==> src/rtl/bt656_pkg.sv <==
// bt656_pkg: shared definitions for the BT.656 receiver.
// Holds the preamble FSM encoding, the XY protection-bit function
// and the byte-position constants used on o_ByteSel.
package bt656_pkg;

  typedef enum logic [2:0] {
    PRE_HUNT   = 3'd0,
    PRE_FF     = 3'd1,
    PRE_Z1     = 3'd2,
    PRE_Z2     = 3'd3,
    PRE_XY     = 3'd4,
    PRE_ACTIVE = 3'd5
  } pre_state_t;

  localparam logic [7:0] BYTE_FF = 8'hFF;
  localparam logic [7:0] BYTE_00 = 8'h00;

  localparam logic [1:0] SEL_CB = 2'd0;
  localparam logic [1:0] SEL_Y0 = 2'd1;
  localparam logic [1:0] SEL_CR = 2'd2;
  localparam logic [1:0] SEL_Y1 = 2'd3;

  // Protection bits {P3,P2,P1,P0} carried in XY[3:0] for a given F/V/H.
  function automatic logic [3:0] xy_parity(input logic f, input logic v, input logic h);
    return {v ^ h, f ^ h, f ^ v, f ^ v ^ h};
  endfunction

endpackage

==> src/rtl/bt656_xy_decode.sv <==
// bt656_xy_decode: combinational check of a BT.656 XY timing byte.
// Build macro BT656_RX_HAMMING_CORRECT_EN enables single-bit correction
// of XY[6:0]; without it any protection mismatch marks the code invalid.
// A cleared XY[7] always marks the code invalid.
module bt656_xy_decode
  import bt656_pkg::*;
(
  input  logic [7:0] xy,
  output logic       f,
  output logic       v,
  output logic       h,
  output logic       valid
);

  logic [3:0] syndrome;

  // Syndrome: received protection bits against those implied by the received F/V/H.
  always_comb begin
    syndrome = xy[3:0] ^ xy_parity(xy[6], xy[5], xy[4]);
  end

`ifdef BT656_RX_HAMMING_CORRECT_EN
  // Weight-1 syndromes are a flipped protection bit, weight-3 ones name the flipped
  // F/V/H bit, and any other non-zero pattern is a multi-bit error.
  always_comb begin
    f     = xy[6];
    v     = xy[5];
    h     = xy[4];
    valid = xy[7];
    case (syndrome)
      4'b0000, 4'b1000, 4'b0100, 4'b0010, 4'b0001: valid = xy[7];
      4'b0111: f = ~xy[6];
      4'b1011: v = ~xy[5];
      4'b1101: h = ~xy[4];
      default: valid = 1'b0;
    endcase
  end
`else
  // Without correction a code is only usable when every protection bit matches.
  always_comb begin
    f     = xy[6];
    v     = xy[5];
    h     = xy[4];
    valid = xy[7] && (syndrome == 4'b0000);
  end
`endif

endmodule

==> src/rtl/bt656_rx.sv <==
// bt656_rx: BT.656 byte-stream receiver.
// Finds FF 00 00 XY timing codes, extracts F/V/H, forwards active-video bytes
// with their Cb/Y/Cr/Y position, counts lines per field, tracks lock and
// flags bad codes and wrong active-line lengths.
// Build macro BT656_RX_HAMMING_CORRECT_EN turns on single-bit XY correction.
module bt656_rx
  import bt656_pkg::*;
#(
  parameter int HACT_PIXELS = 1440,
  parameter int LOCK_CODES  = 2
) (
  input  logic        i_SysClock,
  input  logic        i_Reset,
  input  logic        i_DataValid,
  input  logic [7:0]  i_Data,
  output logic [7:0]  o_ActiveData,
  output logic        o_ActiveValid,
  output logic [1:0]  o_ByteSel,
  output logic        o_Fsignal,
  output logic        o_Vsignal,
  output logic        o_Hsignal,
  output logic        o_FieldStart,
  output logic [10:0] o_LineCount,
  output logic        o_Locked,
  output logic        o_ParityErr,
  output logic        o_LenErr
);

  localparam logic [11:0] HACT_LEN = 12'(HACT_PIXELS);
  localparam logic [7:0]  LOCK_LEN = 8'(LOCK_CODES);
  localparam logic [11:0] CNT_MAX  = 12'hFFF;

  pre_state_t  state;
  pre_state_t  state_next;

  logic        dec_f;
  logic        dec_v;
  logic        dec_h;
  logic        dec_valid;

  logic        code_seen;
  logic        code_ok;
  logic        code_bad;
  logic        sav_start;
  logic        eav_seen;
  logic        active_byte;
  logic        run_end;

  logic [11:0] byte_cnt;
  logic [1:0]  sel_cnt;
  logic        run_pending;
  logic [7:0]  lock_cnt;
  logic [7:0]  lock_inc;

  bt656_xy_decode u_xy_decode (
    .xy    (i_Data),
    .f     (dec_f),
    .v     (dec_v),
    .h     (dec_h),
    .valid (dec_valid)
  );

  // State register for preamble detection and the active-video run.
  always_ff @(posedge i_SysClock) begin
    if (i_Reset) begin
      state <= PRE_HUNT;
    end else begin
      state <= state_next;
    end
  end

  // Next state: advance only on accepted bytes; a stray 0xFF always restarts the preamble.
  always_comb begin
    state_next = state;
    if (i_DataValid) begin
      case (state)
        PRE_HUNT, PRE_XY: begin
          state_next = (i_Data == BYTE_FF) ? PRE_FF : PRE_HUNT;
        end
        PRE_FF: begin
          if (i_Data == BYTE_00) begin
            state_next = PRE_Z1;
          end else if (i_Data == BYTE_FF) begin
            state_next = PRE_FF;
          end else begin
            state_next = PRE_HUNT;
          end
        end
        PRE_Z1: begin
          if (i_Data == BYTE_00) begin
            state_next = PRE_Z2;
          end else if (i_Data == BYTE_FF) begin
            state_next = PRE_FF;
          end else begin
            state_next = PRE_HUNT;
          end
        end
        PRE_Z2: begin
          if (!dec_valid) begin
            state_next = PRE_HUNT;
          end else if (!dec_h && !dec_v) begin
            state_next = PRE_ACTIVE;
          end else begin
            state_next = PRE_XY;
          end
        end
        PRE_ACTIVE: begin
          state_next = (i_Data == BYTE_FF) ? PRE_FF : PRE_ACTIVE;
        end
        default: begin
          state_next = PRE_HUNT;
        end
      endcase
    end
  end

  // Per-byte events derived from the current state and the accepted byte.
  always_comb begin
    code_seen   = i_DataValid && (state == PRE_Z2);
    code_ok     = code_seen && dec_valid;
    code_bad    = code_seen && !dec_valid;
    sav_start   = code_ok && !dec_h && !dec_v;
    eav_seen    = code_ok && dec_h;
    active_byte = i_DataValid && (state == PRE_ACTIVE) && (i_Data != BYTE_FF);
    run_end     = i_DataValid && (state == PRE_ACTIVE) && (i_Data == BYTE_FF);
    lock_inc    = (lock_cnt < LOCK_LEN) ? lock_cnt + 8'd1 : lock_cnt;
  end

  // Active byte forwarding, position tracking and saturating run length.
  always_ff @(posedge i_SysClock) begin
    if (i_Reset) begin
      o_ActiveData  <= 8'd0;
      o_ActiveValid <= 1'b0;
      o_ByteSel     <= SEL_CB;
      sel_cnt       <= SEL_CB;
      byte_cnt      <= 12'd0;
    end else begin
      o_ActiveValid <= 1'b0;
      if (sav_start) begin
        sel_cnt  <= SEL_CB;
        byte_cnt <= 12'd0;
      end
      if (active_byte) begin
        sel_cnt  <= sel_cnt + 2'd1;
        byte_cnt <= (byte_cnt == CNT_MAX) ? byte_cnt : byte_cnt + 12'd1;
        if (o_Locked) begin
          o_ActiveData  <= i_Data;
          o_ActiveValid <= 1'b1;
          o_ByteSel     <= sel_cnt;
        end
      end
    end
  end

  // Remember that an active run just ended so the following EAV can judge its length.
  always_ff @(posedge i_SysClock) begin
    if (i_Reset) begin
      run_pending <= 1'b0;
      o_LenErr    <= 1'b0;
    end else begin
      o_LenErr <= 1'b0;
      if (run_end) begin
        run_pending <= 1'b1;
      end
      if (code_seen || (i_DataValid && state_next == PRE_HUNT)) begin
        run_pending <= 1'b0;
      end
      if (eav_seen && run_pending && (byte_cnt != HACT_LEN)) begin
        o_LenErr <= 1'b1;
      end
    end
  end

  // Timing flags, field start detection and line counting from valid codes.
  always_ff @(posedge i_SysClock) begin
    if (i_Reset) begin
      o_Fsignal    <= 1'b0;
      o_Vsignal    <= 1'b1;
      o_Hsignal    <= 1'b1;
      o_FieldStart <= 1'b0;
      o_LineCount  <= 11'd0;
    end else begin
      o_FieldStart <= 1'b0;
      if (code_ok) begin
        o_Fsignal <= dec_f;
        o_Vsignal <= dec_v;
        o_Hsignal <= dec_h;
      end
      if (eav_seen) begin
        if (dec_f != o_Fsignal) begin
          o_FieldStart <= 1'b1;
          o_LineCount  <= 11'd0;
        end else begin
          o_LineCount  <= o_LineCount + 11'd1;
        end
      end
    end
  end

  // Lock tracking: count consecutive good codes, drop everything on a bad one.
  always_ff @(posedge i_SysClock) begin
    if (i_Reset) begin
      lock_cnt    <= 8'd0;
      o_Locked    <= 1'b0;
      o_ParityErr <= 1'b0;
    end else begin
      o_ParityErr <= 1'b0;
      if (code_bad) begin
        lock_cnt    <= 8'd0;
        o_Locked    <= 1'b0;
        o_ParityErr <= 1'b1;
      end else if (code_ok) begin
        lock_cnt <= lock_inc;
        o_Locked <= (lock_inc >= LOCK_LEN);
      end
    end
  end

endmodule

==> config.mk <==
export PLATFORM = sky130hd
export DESIGN_NAME = bt656_rx
export DESIGN_NICKNAME = d
export VERILOG_FILES = /design/src/rtl/bt656_pkg.sv /design/src/rtl/bt656_xy_decode.sv /design/src/rtl/bt656_rx.sv
export SDC_FILE = /design/constraint.sdc
export NUM_CORES = 1
export LEC_CHECK = 0
export BUFFER_PORTS_ARGS = -buffer_cell sky130_fd_sc_hd__buf_2
export CORE_AREA = 2 2 76 78
export DETAILED_ROUTE_END_ITERATION = 10
export DIE_AREA = 0 0 78 80
export PLACE_DENSITY = 0.74
export SLEW_MARGIN = 10
export SYNTH_ARGS = -nofsm -noshare
export SYNTH_HDL_FRONTEND = slang
export SYNTH_SLANG_ARGS = --single-unit
==> constraint.sdc <==
create_clock -name i_SysClock -period 2.4 [get_ports i_SysClock]
set_clock_uncertainty 0.1 [all_clocks]
set_input_delay 0.48 -clock i_SysClock [delete_from_list [all_inputs] [get_ports i_SysClock]]
set_output_delay 0.48 -clock i_SysClock [all_outputs]
set_load 0.05 [all_outputs]
=== Yosys cells after proc, flatten, opt, wreduce, memory -nomap -nowiden ===
Index checks and enable logic that the tools add are counted.

* Logic and storage cells: 89
* Bits in latches: 0
* Memories: 0
* Input port bits: 11
* Output and inout bits: 29
* Bits in read-only memories: 0
* Register bits: 55
* RAM bits: 0

* Mux-type cells: 19
* Div/mod/pow operators: 0
* Magnitude comparators: 2
* Equal/unequal tests: 11
* Add/subtract/negate cells: 4
* Shift-type cells: 0
* Multipliers: 0
* Reduce and logical (&&, ||, !) cells: 30
* Bitwise logic cells: 7

{| class="wikitable"
|+ Operator list
! operator !! count
|-
| $mux 12 || 3
|-
| $pmux 3 s5 || 1
|-
| $logic_and 1x1->1 || 14
|-
| $add 12x1->12 const B || 1
|-
| $eq 12x12->1 const B || 1
|-
| $mux 3 || 4
|-
| $ne 12x11->1 const B || 1
|-
| $add 11x1->11 const B || 1
|-
| $mux 11 || 1
|-
| $reduce_or 2->1 || 5
|-
| $add 8x1->8 const B || 1
|-
| $eq 8x8->1 const B || 1
|-
| $ge 8x2->1 const B || 1
|-
| $logic_not 8->1 || 1
|-
| $lt 8x2->1 const B || 1
|-
| $mux 8 || 1
|-
| $ne 8x8->1 const B || 1
|-
| $eq 3x2->1 const B || 2
|-
| $eq 3x3->1 const B || 2
|-
| $logic_not 3->1 || 2
|-
| $mux 1 || 6
|-
| $mux 2 || 3
|-
| $logic_not 4->1 || 1
|-
| $reduce_and 2->1 || 2
|-
| 10 further kinds || 16
|}

=== Depth between registers and ports, before layout ===
Gate-level depths: netlist of run 1.

* Depth after elaboration: 12
* Gate-level depth with buffers: 9
* Gate-level depth less buffers: 7

=== Cells and area by module ===
From an unflattened synthesis of run 1, not the netlist that was laid out.

* Cell total of the unflattened synthesis: 301
* Area, all modules: 2567.5 um^2

{| class="wikitable"
|+ Modules (own cells, without submodules)
! module !! cells each !! seq. area each (um^2) !! times used !! area each (um^2)
|-
| bt656_rx || 280 || 1101.1 || 1 || 2421.1
|-
| bt656_xy_decode || 21 || 0.0 || 1 || 146.4
|}

=== Least setup slack after synthesis of run 1 ===
No wires, ideal clock.

* Path type: input to register
* Start: input port i_Data[4]
* End: register o_Hsignal
* Setup slack: 0.018 ns
* Library setup time: 0.120 ns
* Stages on the path: 8
* Data arrival time: 2.162 ns
* Cells stage by stage: buf_2 > inv_1 > ha_1 > xnor2_1 > o211ai_2 > nor3_1 > nand2_1 > a211o_1

* Longest elaborated chain between the ends: 5
* Elaborated cells between the ends (all ways): 7
* Classes of those cells: bitwise: 4; reduce/logical: 3

{| class="wikitable"
|+ RTL lines
! item !! RTL line !! RTL
|-
| start: declaration || bt656_rx.sv:15 || <nowiki>input logic [7:0] i_Data,</nowiki>
|-
| $xor 1x1->1 || bt656_pkg.sv:25 || <nowiki>return {v ^ h, f ^ h, f ^ v, f ^ v ^ h};</nowiki>
|-
| $xor 4x4->4 || bt656_xy_decode.sv:19 || <nowiki>syndrome = xy[3:0] ^ xy_parity(xy[6], xy[5], xy[4]);</nowiki>
|-
| $logic_not 4->1 || bt656_xy_decode.sv:44 || <nowiki>valid = xy[7] && (syndrome == 4'b0000);</nowiki>
|-
| $logic_and 1x1->1 || bt656_xy_decode.sv:44 ||
|-
| $logic_and 1x1->1 || bt656_rx.sv:120 || <nowiki>code_ok = code_seen && dec_valid;</nowiki>
|-
| end signal: assignment || bt656_rx.sv:187 || <nowiki>o_Hsignal <= dec_h;</nowiki>
|-
| end: declaration || bt656_rx.sv:21 || <nowiki>output logic o_Hsignal,</nowiki>
|}

Parallel ways exist; a longest one is shown, timed or not.
A chain may end at the register's enable or synchronous reset.

=== Worst setup path after layout of run 1 ===
* Start: input port i_Data[4]
* End: register o_Vsignal

* Longest elaborated chain between the ends: 5
* Elaborated cells between the ends (all ways): 7
* Classes of those cells: bitwise: 4; reduce/logical: 3

{| class="wikitable"
|+ RTL lines
! item !! RTL line !! RTL
|-
| $xor 1x1->1 || bt656_pkg.sv:25 ||
|-
| $xor 4x4->4 * || bt656_xy_decode.sv:19 ||
|-
| $logic_not 4->1 * || bt656_xy_decode.sv:44 ||
|-
| $logic_and 1x1->1 * || bt656_xy_decode.sv:44 ||
|-
| $logic_and 1x1->1 * || bt656_rx.sv:120 ||
|-
| end signal: assignment || bt656_rx.sv:186 || <nowiki>o_Vsignal <= dec_v;</nowiki>
|-
| end: declaration || bt656_rx.sv:20 || <nowiki>output logic o_Vsignal,</nowiki>
|}

Every way passes the cells marked *; elsewhere a longest branch is shown, timed or not.

==> flow_summary_export.csv, run 1 <==
group,metric,value,unit
worst_hold_path,min_path_type,"in -> reg",
detailed_routing,drt-met1-wl,2.70,mm
clock_tree,clk_latency,320,ps
layout,drive_gt1_share,23.9,%
synth,ys.flop_type,"dfxtp_1",
sta,finalSetupViolations,0,
clock_tree,cts-resized-gates,0,
placement,dp_worst_setup_slack,-13.3,ps
detailed_routing,drc,0,
critical_path,path_buf_inv,2,
layout,nNetsFinal,367,
run_status,status,"completed",
synth,synth_compound_area_share,12.8,%
pwr,p_seq_share,57.2,%
die,core_area,0.00541,mm^2
pwr,p_int,1.20,mW
detailed_routing,route.met2.wl,2.71,mm
pwr,p_per_area,505,mW/mm^2
layout,diodes,0,
die,die_area,0.00624,mm^2
placement,portBuffers,39,
global_route,first_global_vias,2183,
synth,synth_cell_types,59,
critical_path,cp_slowest_cell,"nor3_1",
clock_tree,clk_pin_slew,110,ps
critical_path,critical-path-top-delay-family,"compound AO/OA/AOI/OAI gates",
clock_tree,clock_path_buffers,2,
pwr,switchingPower,0.397,mW
synth,syn_nets,316,
clock_tree,cts_buffers,5,
sta,finalHoldViolCount,0,
sta,fmax,478,MHz
die,die-width,78,um
critical_path,crit_chain,"buf_2 > inv_1 > ha_1 > xnor2_1 > o211ai_2 > nor3_1 > nand2_1 > a211o_1",
synth,synth_simple_gate_area_share,28.8,%
placement,gp_congestion,0.824,
sta,hold_ws,344,ps
detailed_routing,routed_wl,5.75,mm
synth,synth_fa_ha_area_share,2.79,%
detailed_routing,vias_per_cell,5.45,
layout,final_cell_mix,"dfxtp_1 (55), buf_2 (39), nor2_1 (32), nand2_1 (25), xnor2_1 (23)",
clock_tree,post_cts_buffers,0,
synth,syn_inst,299,
run,cap_violations,0,
pwr,p_comb_share,7.4,%
critical_path,crit_path_start_kind,"primary input",
pwr,power_leakage,1.18,nW
detailed_routing,ant_nets,0,
sta,rsz0062_at_grt,"false",
global_route,grt.total_usage,20.2,%
synth,synth.area.mux_share,2.05,%
synth,postSynthAreaPerCell,8.99,um^2
sta,worst_slew_pin_slew,691,ps
clock_tree,cts_hold_buf,0,
sta,fin_crit_sh,87.2,%
pwr,p_total,1.59,mW
layout,layout_commonest_cell,"dfxtp_1",
layout,fin_cells,423,
placement,dp_hpwl,4.14,mm
detailed_routing,drt_iter0_drc,94,
clock_tree,cts_max_level,2,
critical_path,end_kind,"flip-flop",
critical_path,path_max_fanout,4,
synth,synth-edff-count,0,
global_route,grt_max_degree,29,
synth,synth_top_family_by_area,"simple AND/OR/NAND/NOR gates",
synth,async_flop_share,0,%
synth,synth_area_leaders,"dfxtp_1 (41%), xnor2_1 (7.5%), nor2_1 (4.5%)",
synth,synth_top_area_cell,"dfxtp_1",
sta,setup_tns,0,ps
die,start_util,49.7,%
synth,syn-cell-area,0.00269,mm^2
placement,dp.cells,415,
synth,ys_ff_latch,55,
global_route,grt_first_pass_wirelength,10.0,mm
detailed_routing,vias,2304,
sta,min_period,2090,ps
detailed_routing,wire_per_inst,13.6,um
synth,synth-seq-area-share,41.0,%
critical_path,arrival,2220,ps
critical_path,path_class,"in -> reg",
clock_tree,clockRootBuffer,"clkbuf_8",
sta,slew_headroom,53.5,%
die,die_height,80,um
pwr,power_switching_share,24.9,%
layout,area_delta_synth_final,17.5,%
die,io-pin-count,40,
critical_path,slowest_delay,350,ps
sta,drv_slew,0,
clock_tree,tritoncts,"done",
die,rows,27,
pwr,peakVddDrop,391,uV
pwr,clockPowerShare,35.4,%
global_route,antenna_found_initial,0,
synth,yosysWarnings,0,
sta,setup_ws,307,ps
synth,synth_xor_area_share,8.75,%
detailed_routing,top_layer,"met4",
detailed_routing,wl_met3,211,um
critical_path,cp.required,2520,ps
detailed_routing,first_pass_iters,4,
synth,netlist.area_leader.share,41.0,%
clock_tree,clock-sinks,55,
global_route,overflow,0,
sequential cells by signal, summed over array words and instances (netlist names):
signal,cells
byte_cnt,12
lock_cnt,8
o_ActiveData,8
o_FieldStart,1
sel_cnt,2
o_ByteSel,2
state,3
run_pending,1
o_LenErr,1
o_LineCount,11
o_Hsignal,1
o_ParityErr,1
o_ActiveValid,1
o_Fsignal,1
o_Vsignal,1
o_Locked,1
through the flow:
step                      instance area [um^2]  utilization (%)
after detailed placement                  3060             56.6
after CTS                                 3160             58.4
after global routing                      3160             58.4
after global placement                    3060             56.6
final                                     3160             58.4
after floorplan                           2690                -
cell type report:
cell class                 instances  area (um^2)
sequential                        55         1100
fill                             520         2250
clock inverter                     2         17.5
multi-input combinational        221         1480
tap                               72         90.1
timing repair buffer              58          350
inverter                           9         33.8
clock buffer                       6         82.6
synthesized netlist by cell type (all sizes together), types with 3 or more instances:
cell type	number
a21oi	14
nand4	9
buf	6
and3	3
nor3	11
mux2i	4
ha	6
clkbuf	8
inv	9
or4	3
nand2	25
a31oi	3
xor2	3
nor2	32
nor4	11
nand3	21
and2	7
o211ai	3
o21a	3
o21ai	7
xnor2	23
nor4b	3
dfxtp	55
worst paths after layout:
path	start	end	slack, ps	cells past startpoint
hold / removal	i_Data[3]	o_ActiveData[3]$_SDFFE_PP0P_	340	3
setup reg to reg	state[1]$_SDFF_PP0_	byte_cnt[1]$_SDFFE_PP0P_	390	6
hold reg to reg	lock_cnt[7]$_SDFFE_PP0P_	lock_cnt[7]$_SDFFE_PP0P_	360	1
setup / recovery	i_Data[4]	o_Vsignal$_SDFFE_PP1P_	310	8
worst min-delay path, cell delays in order:
cell	delay (ps)
buf_2	130
nand3_1	60
a21oi_1	50
metal layers:
layer  vias to the layer above  GRT usage (%)
li1                       1162              -
met1                      1082           26.5
met2                        48           32.2
met3                        12           3.73
met4                         0           9.65
met5                         -              0
cells by family after synthesis:
| kind of cell | after synthesis |
|---|---|
| adders and majority gates | 6 |
| xor gates and xnor gates | 26 |
| muxes | 5 |
| AOI/OAI and AO/OA | 46 |
| and+or+nand+nor | 138 |
| DFF | 55 |
| buffers and inverters | 23 |
power groups by stage:
stage | logic, mW | registers (mW) | clock network (mW)
6_report | 0.118 | 0.912 | 0.564
3_3_place_gp | 0.115 | 0.933 | 0
3_5_place_dp | 0.117 | 0.933 | 0
5_1_grt | 0.128 | 0.912 | 0.613
4_1_cts | 0.118 | 0.912 | 0.580
2_1_floorplan | 0.0722 | 0.933 | 0
No activity file was read; power rests on OpenSTA's default activity.
==> inputs of run 2 (changes only) <==
--- a/config.mk
+++ b/config.mk
@@ -6,10 +6,10 @@
 export NUM_CORES = 1
 export LEC_CHECK = 0
 export BUFFER_PORTS_ARGS = -buffer_cell sky130_fd_sc_hd__buf_2
-export CORE_AREA = 2 2 76 78
+export CORE_AREA = 2 2 73 75
 export DETAILED_ROUTE_END_ITERATION = 10
-export DIE_AREA = 0 0 78 80
-export PLACE_DENSITY = 0.74
+export DIE_AREA = 0 0 75 77
+export PLACE_DENSITY = 0.76
 export SLEW_MARGIN = 10
 export SYNTH_ARGS = -nofsm -noshare
 export SYNTH_HDL_FRONTEND = slang
==> constraint.sdc (replaced) <==
create_clock -name i_SysClock -period 2.2 [get_ports i_SysClock]
set_clock_uncertainty 0.1 [all_clocks]
set_input_delay 0.44 -clock i_SysClock [delete_from_list [all_inputs] [get_ports i_SysClock]]
set_output_delay 0.44 -clock i_SysClock [all_outputs]
set_load 0.05 [all_outputs]
==> run 2 against run 1 <==
Clock power grew 20%. First-iteration DRC count rose by 7.4%. Critical path depth down 2. Die area fell by 7.5%. Global-route usage grew 1.8 points. Via count rose by 4.9%. Non-clock buffer count is 13 higher. Critical path type is now reg -> reg. Highest routed layer unchanged.
==> flow_summary_export.csv, run 2 (synthesis results as in run 1) <==
group,metric,value,unit
run_status,status,"completed",
layout,area_delta_synth_final,24.1,%
worst_hold_path,min_path_type,"reg -> reg",
layout,final_cell_mix,"dfxtp_1 (55), buf_2 (39), nor2_1 (32), buf_4 (30), nand2_1 (25)",
sta,min_period,2010,ps
pwr,power_leakage,1.27,nW
detailed_routing,wire_per_inst,14.0,um
run,cap_violations,0,
sta,finalHoldViolCount,0,
clock_tree,cts-resized-gates,0,
placement,gp_congestion,0.895,
layout,top_regs,"byte_cnt (12), o_LineCount (11)",
clock_tree,clockRootBuffer,"clkbuf_8",
global_route,grt.total_usage,22.0,%
detailed_routing,vias_per_cell,5.57,
sta,rsz0062_at_grt,"false",
die,core_area,0.00498,mm^2
detailed_routing,drt_iter0_drc,101,
layout,drive_gt1_share,27.7,%
clock_tree,clock-sinks,55,
pwr,p_total,1.84,mW
pwr,p_per_area,551,mW/mm^2
global_route,grt_first_pass_wirelength,10.1,mm
global_route,grt_max_degree,29,
die,die_area,0.00578,mm^2
global_route,overflow,0,
detailed_routing,drc,0,
clock_tree,clk_pin_slew,110,ps
sta,setup_tns,0,ps
sta,fin_crit_sh,91.3,%
clock_tree,cts_max_level,2,
layout,largest_register_ffs,12,
sta,slew_headroom,63.5,%
clock_tree,post_cts_buffers,0,
die,io-pin-count,40,
layout,diodes,0,
pwr,peakVddDrop,431,uV
sta,fmax,498,MHz
sta,finalSetupViolations,0,
layout,layout_commonest_cell,"dfxtp_1",
sta,setup_ws,191,ps
layout,final_util,67.0,%
sta,drv_slew,0,
detailed_routing,routed_wl,6.08,mm
placement,portBuffers,39,
clock_tree,cts_buffers,5,
die,die-width,75,um
critical_path,cp.required,2280,ps
critical_path,arrival,2090,ps
global_route,antenna_found_initial,0,
placement,dp_hpwl,4.50,mm
detailed_routing,ant_nets,0,
die,die_height,77,um
critical_path,end_kind,"flip-flop",
placement,dp_worst_setup_slack,-81.8,ps
clock_tree,cts_hold_buf,0,
critical_path,path_max_fanout,8,
die,start_util,54.0,%
layout,nNetsFinal,380,
die,rows,26,
clock_tree,clock_path_buffers,2,
layout,largest_register,"byte_cnt",
critical_path,crit_path_start_kind,"flip-flop",
sta,worst_slew_pin_slew,547,ps
critical_path,path_class,"reg -> reg",
clock_tree,clk_latency,310,ps
detailed_routing,vias,2416,
detailed_routing,first_pass_iters,4,
global_route,first_global_vias,2242,
clock_tree,tritoncts,"done",
## run 2: through the flow
step / area [um^2] / instances / hold WS [ps]
2_1_floorplan: 2750 / 299 / 314
3_3_place_gp: 3220 / 426 / 336
3_5_place_dp: 3220 / 426 / 338
4_1_cts: 3330 / 434 / 359
5_1_grt: 3330 / 434 / 365
6_report: 3330 / 434 / 355
## run 2: area by class of cell
type	count	area (um^2)
well taps	70	87.6
clock buffers	5	68.8
repair buffers	71	460
fillers	425	1640
multi-input cells	221	1540
clock inverters	3	43.8
flip-flops and latches	55	1100
inverters	9	36.3
## run 2: worst max-delay path, stage by stage (launching register included)
cell and delay (ps):
dfxtp_1 450, nand4b_1 250, or4_1 480, nor3_2 180, buf_4 160, a2bb2oi_1 200
nor2_1 50
## run 2: worst paths after layout
kind                                        to  cells past startpoint  slack, ps                         start
hold reg to reg   o_ActiveData[4]$_SDFFE_PP0P_                      2        360  o_ActiveData[4]$_SDFFE_PP0P_
setup / recovery      byte_cnt[1]$_SDFFE_PP0P_                      6        190           state[0]$_SDFF_PP0_
setup reg to reg      byte_cnt[1]$_SDFFE_PP0P_                      6        190           state[0]$_SDFF_PP0_
hold / removal    o_ActiveData[4]$_SDFFE_PP0P_                      2        360  o_ActiveData[4]$_SDFFE_PP0P_
## run 2: metal layers
layer	track usage, %	vias to the layer above	wire, um
met2	38.0	45	3190
met5	0	-	0
met3	4.07	12	189
met4	5.89	0	72
li1	-	1189	-
met1	27.4	1170	2630
## run 2: report_power, final
group	total (mW)	internal [mW]	switching [mW]	leakage [nW]
registers	0.995	0.995	0.0000470	0.443
logic	0.168	0.0731	0.0950	0.766
clock network	0.674	0.340	0.334	0.0581
total	1.84	1.41	0.429	1.27
==> inputs of run 3 (changes only) <==
--- a/config.mk
+++ b/config.mk
@@ -6,11 +6,14 @@
 export NUM_CORES = 1
 export LEC_CHECK = 0
 export BUFFER_PORTS_ARGS = -buffer_cell sky130_fd_sc_hd__buf_2
-export CORE_AREA = 2 2 73 75
+export CELL_PAD_IN_SITES_DETAIL_PLACEMENT = 0
+export CELL_PAD_IN_SITES_GLOBAL_PLACEMENT = 1
+export CORE_AREA = 2 2 82 84
 export DETAILED_ROUTE_END_ITERATION = 10
-export DIE_AREA = 0 0 75 77
-export PLACE_DENSITY = 0.76
+export DIE_AREA = 0 0 84 86
+export PLACE_DENSITY_LB_ADDON = 0.1
 export SLEW_MARGIN = 10
 export SYNTH_ARGS = -nofsm -noshare
 export SYNTH_HDL_FRONTEND = slang
+export SYNTH_HIERARCHICAL = 1
 export SYNTH_SLANG_ARGS = --single-unit
==> run 3 against run 2 <==
Sequential share of layout area is 1.9 points higher. Final cell count is 0.92% higher. Combinational power shrank 35%. Highest routed layer unchanged. Wire length shrank 5.6%. Worst hold slack got worse by 40 ps. Non-clock buffer count down 3. Count of clock-buffer cells in the layout unchanged. Clock power is 18% lower. Area after synthesis shrank 4.5%. Design area is 5.4% lower. Utilization down 17 points.
==> flow_summary_export.csv, run 3 <==
group,metric,value,unit
clock_tree,clk_latency,300,ps
die,io-pin-count,40,
synth,syn-cell-area,0.00257,mm^2
sta,fin_crit_sh,96.3,%
run,cap_violations,0,
layout,fillers,623,
critical_path,r2r_slack,280,ps
layout,stdcell_area,0.00315,mm^2
pwr,p_comb_share,6.6,%
synth,yosysWarnings,6,
critical_path,path_depth,10,
sta,hold_ws,315,ps
synth,synth_common_cells,"dfxtp_1 (55), nor2_1 (38), a21oi_1 (25)",
pwr,p_total,1.66,mW
critical_path,critical-path-top-delay-family,"simple AND/OR/NAND/NOR gates",
clock_tree,clock-sinks,55,
synth,ys.flop_type,"dfxtp_1",
critical_path,reg2reg_to,"run_pending$_SDFFE_PP0P_",
placement,portBuffers,39,
synth,netlist.area_leader.share,42.9,%
die,die_area,0.00722,mm^2
pwr,p_int,1.27,mW
synth,postSynthAreaPerCell,8.53,um^2
sta,drv_slew,0,
layout,largest_register_ffs,12,
detailed_routing,wire_per_inst,13.1,um
placement,dp.cells,428,
die,start_util,40.9,%
synth,synth_cell_types,43,
detailed_routing,routed_wl,5.74,mm
critical_path,cp.required,2290,ps
sta,rsz0062_at_grt,"true",
layout,layout_commonest_cell,"dfxtp_1",
layout,area_delta_synth_final,22.9,%
critical_path,crit_path_start_kind,"primary input",
layout,drive_gt1_share,24.9,%
critical_path,slowest_delay,410,ps
layout,top_regs,"byte_cnt (12), o_LineCount (11)",
sta,slew_headroom,63.9,%
placement,post_dp_cell_area,0.00301,mm^2
sta,setup_tns,0,ps
clock_tree,cts_buffers,5,
critical_path,critPathCapture,"run_pending$_SDFFE_PP0P_",
detailed_routing,drc,0,
global_route,grt_first_pass_wirelength,9.74,mm
detailed_routing,route.met2.wl,2.58,mm
placement,dp_worst_setup_slack,-363,ps
clock_tree,clock_path_buffers,2,
layout,final_cell_mix,"dfxtp_1 (55), nor2_1 (38), buf_2 (37), buf_4 (28), a21oi_1 (24)",
run_status,status,"completed",
worst_hold_path,min_path_type,"in -> reg",
critical_path,r2r_cells,6,
sta,worst_slew_pin_slew,537,ps
die,core_area,0.00628,mm^2
detailed_routing,first_pass_iters,4,
clock_tree,clockRootBuffer,"clkbuf_8",
pwr,switchingPower,0.391,mW
critical_path,cp_slowest_cell,"a2111oi_1",
clock_tree,cts_hold_buf,0,
critical_path,arrival,2210,ps
sta,setup_ws,80.4,ps
detailed_routing,drt-met1-wl,2.92,mm
critical_path,end_kind,"flip-flop",
clock_tree,tritoncts,"done",
synth,ys_ff_latch,55,
global_route,grt_max_degree,22,
die,die_height,86,um
pwr,p_seq_share,60.0,%
die,rows,29,
pwr,p_per_area,526,mW/mm^2
sta,finalHoldViolCount,0,
critical_path,reg2reg_from,"state[0]$_SDFF_PP0_",
pwr,peakVddDrop,326,uV
synth,synth-edff-count,0,
global_route,grt.total_usage,16.3,%
layout,diodes,0,
synth,async_flop_share,0,%
critical_path,path_max_fanout,7,
pwr,clockPowerShare,33.4,%
critical_path,path_buf_inv,2,
clock_tree,cts_max_level,2,
synth,syn_inst,301,
critical_path,path_class,"in -> reg",
detailed_routing,ant_nets,0,
layout,final_util,50.2,%
layout,fin_cells,438,
critical_path,crit_chain,"buf_4 > or3_4 > a21oi_2 > a211o_1 > and4_4 > nand3_4 > buf_6 > nand2_1 > a311oi_1 > a2111oi_1",
placement,dp_hpwl,4.27,mm
synth,synth_area_leaders,"dfxtp_1 (43%), nor2_1 (5.6%), a21oi_1 (4.9%)",
detailed_routing,drt_iter0_drc,68,
layout,nNetsFinal,375,
detailed_routing,vias,2240,
global_route,first_global_vias,2057,
die,die-width,84,um
synth,yosysMostFrequentCell,"dfxtp_1",
pwr,power_leakage,1.33,nW
pwr,power_switching_share,23.6,%
critical_path,critPathLaunch,"i_Data[0]",
detailed_routing,wl_met3,181,um
clock_tree,clk_pin_slew,100,ps
global_route,overflow,0,
synth,syn_nets,316,
synth,synth_top_area_cell,"dfxtp_1",
sta,min_period,2120,ps
global_route,antenna_found_initial,0,
layout,largest_register,"byte_cnt",
detailed_routing,top_layer,"met4",
sta,finalSetupViolations,0,
synth,synth-seq-area-share,42.9,%
sta,fmax,472,MHz
placement,gp_congestion,0.765,
detailed_routing,vias_per_cell,5.11,
-- run 3: cell count changes after synthesis, sizes merged, moves of 5 or more --
| cell | before | now |
|---|---|---|
| o21ai | 7 | 20 |
| xnor2 | 23 | 11 |
| a21oi | 14 | 25 |
| or3 | 2 | 12 |
| nor4 | 11 | 2 |
| mux2i | 4 | 12 |
| nand3 | 21 | 13 |
| nor2 | 32 | 38 |
| buf | 6 | 11 |
-- run 3: power by group through the flow --
| stage | logic, mW | clock network (mW) | registers [mW] |
|---|---|---|---|
| finish | 0.109 | 0.554 | 0.995 |
| CTS | 0.104 | 0.577 | 0.995 |
| global route | 0.120 | 0.629 | 0.995 |
| global placement | 0.104 | 0 | 1.02 |
| detailed placement | 0.104 | 0 | 1.02 |
| floorplan | 0.0494 | 0 | 1.02 |
-- run 3: how the worst min path moves through the flow --
stage,cells after the start,to,startpoint
finish,3,o_ActiveData[0]$_SDFFE_PP0P_,i_Data[0]
global route,3,o_ActiveData[0]$_SDFFE_PP0P_,i_Data[0]
CTS,3,o_ActiveData[7]$_SDFFE_PP0P_,i_Data[7]
detailed placement,2,o_Hsignal$_SDFFE_PP1P_,o_Hsignal$_SDFFE_PP1P_
global placement,1,lock_cnt[3]$_SDFFE_PP0P_,lock_cnt[3]$_SDFFE_PP0P_
floorplan,2,o_LenErr$_SDFF_PP0_,run_pending$_SDFFE_PP0P_
-- run 3: area by class of cell --
| cell class | instances | area, um^2 | share of cell area [%] |
|---|---|---|---|
| multi-input combinational | 224 | 1410 | 44.6 |
| sequential | 55 | 1100 | 34.9 |
| timing repair buffer | 68 | 438 | 13.9 |
| tap | 77 | 96.3 | 3.05 |
| clock buffer | 5 | 68.8 | 2.18 |
| inverter | 6 | 22.5 | 0.714 |
| clock inverter | 3 | 20.0 | 0.635 |
-- run 3: cell families after synthesis --
family,Yosys count,synth area share (%)
compound gates,55,12.5
xor+xnor,14,4.78
fa+ha+maj,4,1.95
buf+inv,23,5.02
flops,55,42.9
mux,14,5.56
simple gates,136,27.3
-- run 3: repair_timing --
item,in CTS,in global routing
gates cloned,0,1
resized for setup,1,10
setup buffers,0,1
pin swaps,0,5
endpoints found under the setup margin,10,23
hold endpoints to repair,0,0
-- run 3: per-layer routing --
| metal | GRT usage (%) | vias to the layer above |
|---|---|---|
| li1 | - | 1173 |
| met1 | 22.2 | 1033 |
| met2 | 26.4 | 29 |
| met3 | 3.46 | 5 |
| met4 | 4.40 | 0 |
| met5 | 0 | - |
-- run 3: worst register-to-register path: stages (launching register included) --
cell and delay, ps:
dfxtp_1 460, and4b_1 470, nand3_4 140, buf_6 140, nand2_1 50, a311oi_1 60, a2111oi_1 410
